--- config.mk ---
export PLATFORM = sky130hd
export DESIGN_NAME = idec
export DESIGN_NICKNAME = d
export VERILOG_FILES = /design/src/rtl/idec.sv
export SDC_FILE = /design/constraint.sdc
export NUM_CORES = 1
export LEC_CHECK = 0
export ABC_AREA = 1
export CAP_MARGIN = 20
export CORE_ASPECT_RATIO = 1.25
export CORE_MARGIN = 3
export CORE_UTILIZATION = 50
export CTS_CLUSTER_DIAMETER = 80
export DETAILED_ROUTE_END_ITERATION = 8
export DONT_BUFFER_PORTS = 1
export HOLD_SLACK_MARGIN = 0.06
export PLACE_DENSITY = 0.71
export SLEW_MARGIN = 10
export SYNTH_ARGS = -nofsm -noshare
export SYNTH_HDL_FRONTEND = slang
export SYNTH_SLANG_ARGS = --single-unit
--- constraint.sdc ---
create_clock -name clk -period 0.8 [get_ports clk]
set_clock_uncertainty 0.1 [all_clocks]
set_input_delay 0.24 -clock clk [delete_from_list [all_inputs] [get_ports clk]]
set_output_delay 0.24 -clock clk [all_outputs]
set_load 0.02 [all_outputs]
--- src/rtl/idec.sv ---
// rtl/idec.sv - instruction decoder stage: registered field split and one-hot opcode
module idec (
  input  logic        clk,
  input  logic        rst_n,
  input  logic        en,
  input  logic [20:0] pm_cont,
  output logic [3:0]  opcode,
  output logic [2:0]  op1,
  output logic [2:0]  op2,
  output logic [2:0]  op3,
  output logic [7:0]  data,
  output logic [15:0] op_dec,
  output logic        valid
);

  logic [3:0]  r_opcode;
  logic [2:0]  r_op1;
  logic [2:0]  r_op2;
  logic [2:0]  r_op3;
  logic [7:0]  r_data;
  logic [15:0] r_op_dec;
  logic        r_valid;

  // op_dec is decoded from the incoming word so it lands on the same edge as opcode
  always_ff @(posedge clk or negedge rst_n) begin
    if (!rst_n) begin
      r_opcode <= 4'h0;
      r_op1    <= 3'h0;
      r_op2    <= 3'h0;
      r_op3    <= 3'h0;
      r_data   <= 8'h00;
      r_op_dec <= 16'h0000;
      r_valid  <= 1'b0;
    end else begin
      r_valid <= en;
      if (en) begin
        r_opcode <= pm_cont[20:17];
        r_op1    <= pm_cont[16:14];
        r_op2    <= pm_cont[13:11];
        r_op3    <= pm_cont[10:8];
        r_data   <= pm_cont[7:0];
        r_op_dec <= 16'h0001 << pm_cont[20:17];
      end
    end
  end

  assign opcode = r_opcode;
  assign op1    = r_op1;
  assign op2    = r_op2;
  assign op3    = r_op3;
  assign data   = r_data;
  assign op_dec = r_op_dec;
  assign valid  = r_valid;

endmodule

==> results.tsv, run 1 <==
stage	metric	value	unit
sta	rsz0062_at_grt	yes	
synth	syn_avg_cell_area	9.18	µm²
synth	synth_enable_flop_cells	0	
final_layout	syn_to_final_growth	26.5	%
routing	vias	1129	
sta	fin_crit_sh	144	%
worst_setup_path	reg2reg_depth	2	
routing	routed_wirelength	3280	µm
synth	synth_area_leaders	dfrtp_1 65%, nand2_1 21%, nand3_1 4.1%	
global_route	use_met1	22.6	%
floorplan	die_h	66.4	µm
sta	tightest_slew	0.274	ns
synth	postSynthCellCount	159	
worst_setup_path	arrival	0.82	ns
pwr	power_density	2100	mW/mm²
final_layout	layout.nets	206	
floorplan	row_count	21	
placement	dpl-instance-area	0.00153	mm²
synth	ys_ff_latch	38	
global_route	grt_pass1_wl	5430	µm
global_route	grt_max_degree	39	
outcome	outcome	finished with violations	
min_path	hold_path_class	input pin to asynchronous set/reset pin	
synth	ys_types	12	
clock_network	cts_hold_repair.buffers	17	
sta	whs	-0.517	ns
sta	fmax	866	MHz
floorplan	die_x	54.3	µm
floorplan	start_util	53.4	%
routing	first_pass_iters	4	
global_route	gr-total-overflow	0	
clock_network	clockBufferDepth	2	
synth	netlist_top_cells_count	80 x nand2_1, 38 x dfrtp_1, 12 x nand3_1	
final_layout	drive_gt1_share	37.7	%
clock_network	insertion_delay	0.33	ns
routing	antenna_left	0	
clock_network	cts_tree	built	
sta	finalMaxSlewViolations	0	
routing	wl_per_cell	15.1	µm
floorplan	ios	62	
floorplan	dieArea	0.00361	mm²
global_route	antenna_found_initial	0	
synth	yosysTopAreaCell	dfrtp_1	
sta	min_period	1.16	ns
sta	relSlewSlack	81.7	%
global_route	grt_use_met2	36.4	%
placement	gp_congestion	0.715	
worst_setup_path	worst_setup_path_start_kind	flip-flop	
synth	syn_nets	183	
worst_setup_path	worstReg2RegStart	op_dec[15]$_DFFE_PN0P_	
sta	hold_viol_final	55	
synth	yosysMostFrequentCell	nand2_1	
synth	yosysSeqAreaShare	65.1	%
global_route	grt_usage	21.5	%
final_layout	multiInputGateArea	488	µm²
final_layout	fillCellCount	205	
worst_setup_path	worstSetupEndpointType	primary output	
floorplan	core_area	0.00273	mm²
placement	io_buffers	0	
final_layout	antenna_cells	0	
synth	ys.warnings.count	0	
worst_setup_path	critPathLaunch	op_dec[15]$_DFFE_PN0P_	
clock_network	post_cts_buffers	0	
sta	setup_violations	49	
clock_network	cts_buffers	5	
placement	dp_slack	-0.0574	ns
clock_network	htreeDepth	2	
routing	via_per_inst	5.20	
pwr	power	3.87	mW
synth	synthFlopType	dfrtp_1	
final_layout	fin_area	0.00185	mm²
synth	synth_top_cell_area_share	65.1	%
worst_setup_path	cp.required	0.46	ns
clock_network	root_buffer	clkbuf_4	
global_route	busiest_layer	met2	
sta	setup_tns	-13.15	ns
worst_setup_path	path_max_fanout	2	
routing	post-route-drc-count	0	
synth	netlist_area	0.00146	mm²
routing	drtIter0Drc	13	
run	cap_violations	0	
clock_network	cts.reportedPaths.clkPinSlew	0.10	ns
global_route	grt_pass1_vias	1174	
sta	setup_ws	-0.355	ns
pwr	peakVddDrop	1.75	mV
global_route	grt_util_met3	10.2	%
final_layout	seq_area	998	µm²
worst_setup_path	path_depth	0	
placement	dp_hpwl	2210	µm
clock_network	cts_sinks	38	
synth	synthArstFlopShare	100	%
worst_setup_path	crit_type	flip-flop to primary output	
pwr	leakage	0.859	nW
outcome	violations	negative hold slack, negative setup slack	
worst paths after layout:
| check | to | slack [ns] |
|---|---|---|
| worst max-delay path | op_dec[15] | -0.36 |
| worst min-delay path | op_dec[15]$_DFFE_PN0P_ | -0.52 |
| worst max register to register | op_dec[15]$_DFFE_PN0P_ | -0.03 |
| worst min register to register | data[7]$_DFFE_PN0P_ | 0.47 |
| max in group asynchronous | opcode[2]$_DFFE_PN0P_ | 1.03 |
| min in group clk | valid$_DFF_PN0_ | -0.18 |
registers in the layout, indices dropped and copies added, names as in the netlist:
register / cells
op_dec: 16
data: 8
opcode: 4
op1: 3
op2: 3
op3: 3
valid: 1
metrics by stage:
stage | cells | util [%]
6_report | 217 | 67.6
5_1_grt | 217 | 67.6
4_1_cts | 217 | 66.1
3_5_place_dp | 192 | 55.9
3_3_place_gp | 192 | 55.9
2_1_floorplan | 159 | -
where the power goes:
part | internal [mW] | total (mW) | switching (mW)
logic | 0.148 | 0.302 | 0.154
registers | 2.07 | 2.32 | 0.255
clock network | 0.663 | 1.24 | 0.580
total | 2.88 | 3.87 | 0.989
placed cells by master (no fill, tap or decap):
master and n:
buf_12 1, buf_4 4, bufinv_16 1, clkbuf_1 2, clkbuf_4 5, dfrtp_2 38, dlygate4sd3_1 17, inv_1 3
inv_2 3, nand2_1 67, nand2_2 14, nand2_4 1, nand3_1 12, nor2_1 4, o21ai_1 9, o21ai_2 2
layout make-up:
cell class	count	area share, %
Multi-Input combinational cell	109	26.4
Clock inverter	1	1.63
Clock buffer	7	2.44
Timing Repair Buffer	22	11.9
Sequential cell	38	54.1
Tap cell	34	2.30
Inverter	6	1.22
metal layers:
metal / vias up / share of wire (%)
met5: - / 0
met4: 0 / 1.7
met3: 8 / 11
met2: 61 / 53
met1: 519 / 34
li1: 541 / -
repair_timing:
item                                    in CTS  in global routing
pin swaps                                   26                 20
endpoints found under the setup margin      75                 75
endpoints found under the hold margin       75                 58
resized for setup                           38                 15
kinds of logic after synthesis:
| logic type | after synthesis | share of synthesized area [%] |
|---|---|---|
| flops | 38 | 65.1 |
| compound gates | 11 | 3.77 |
| buf+inv | 12 | 4.20 |
| simple gates | 98 | 26.9 |
No activity file was read; power rests on OpenSTA's default activity.
==> run 2, diff against run 1 <==
--- a/config.mk
+++ b/config.mk
@@ -6,7 +6,7 @@
 export NUM_CORES = 1
 export LEC_CHECK = 0
 export ABC_AREA = 1
-export CAP_MARGIN = 20
+export CAP_MARGIN = 10
 export CORE_ASPECT_RATIO = 1.25
 export CORE_MARGIN = 3
 export CORE_UTILIZATION = 50
==> results of run 2 <==
The final DEF is identical to that of run 1; final timing and power are the same.
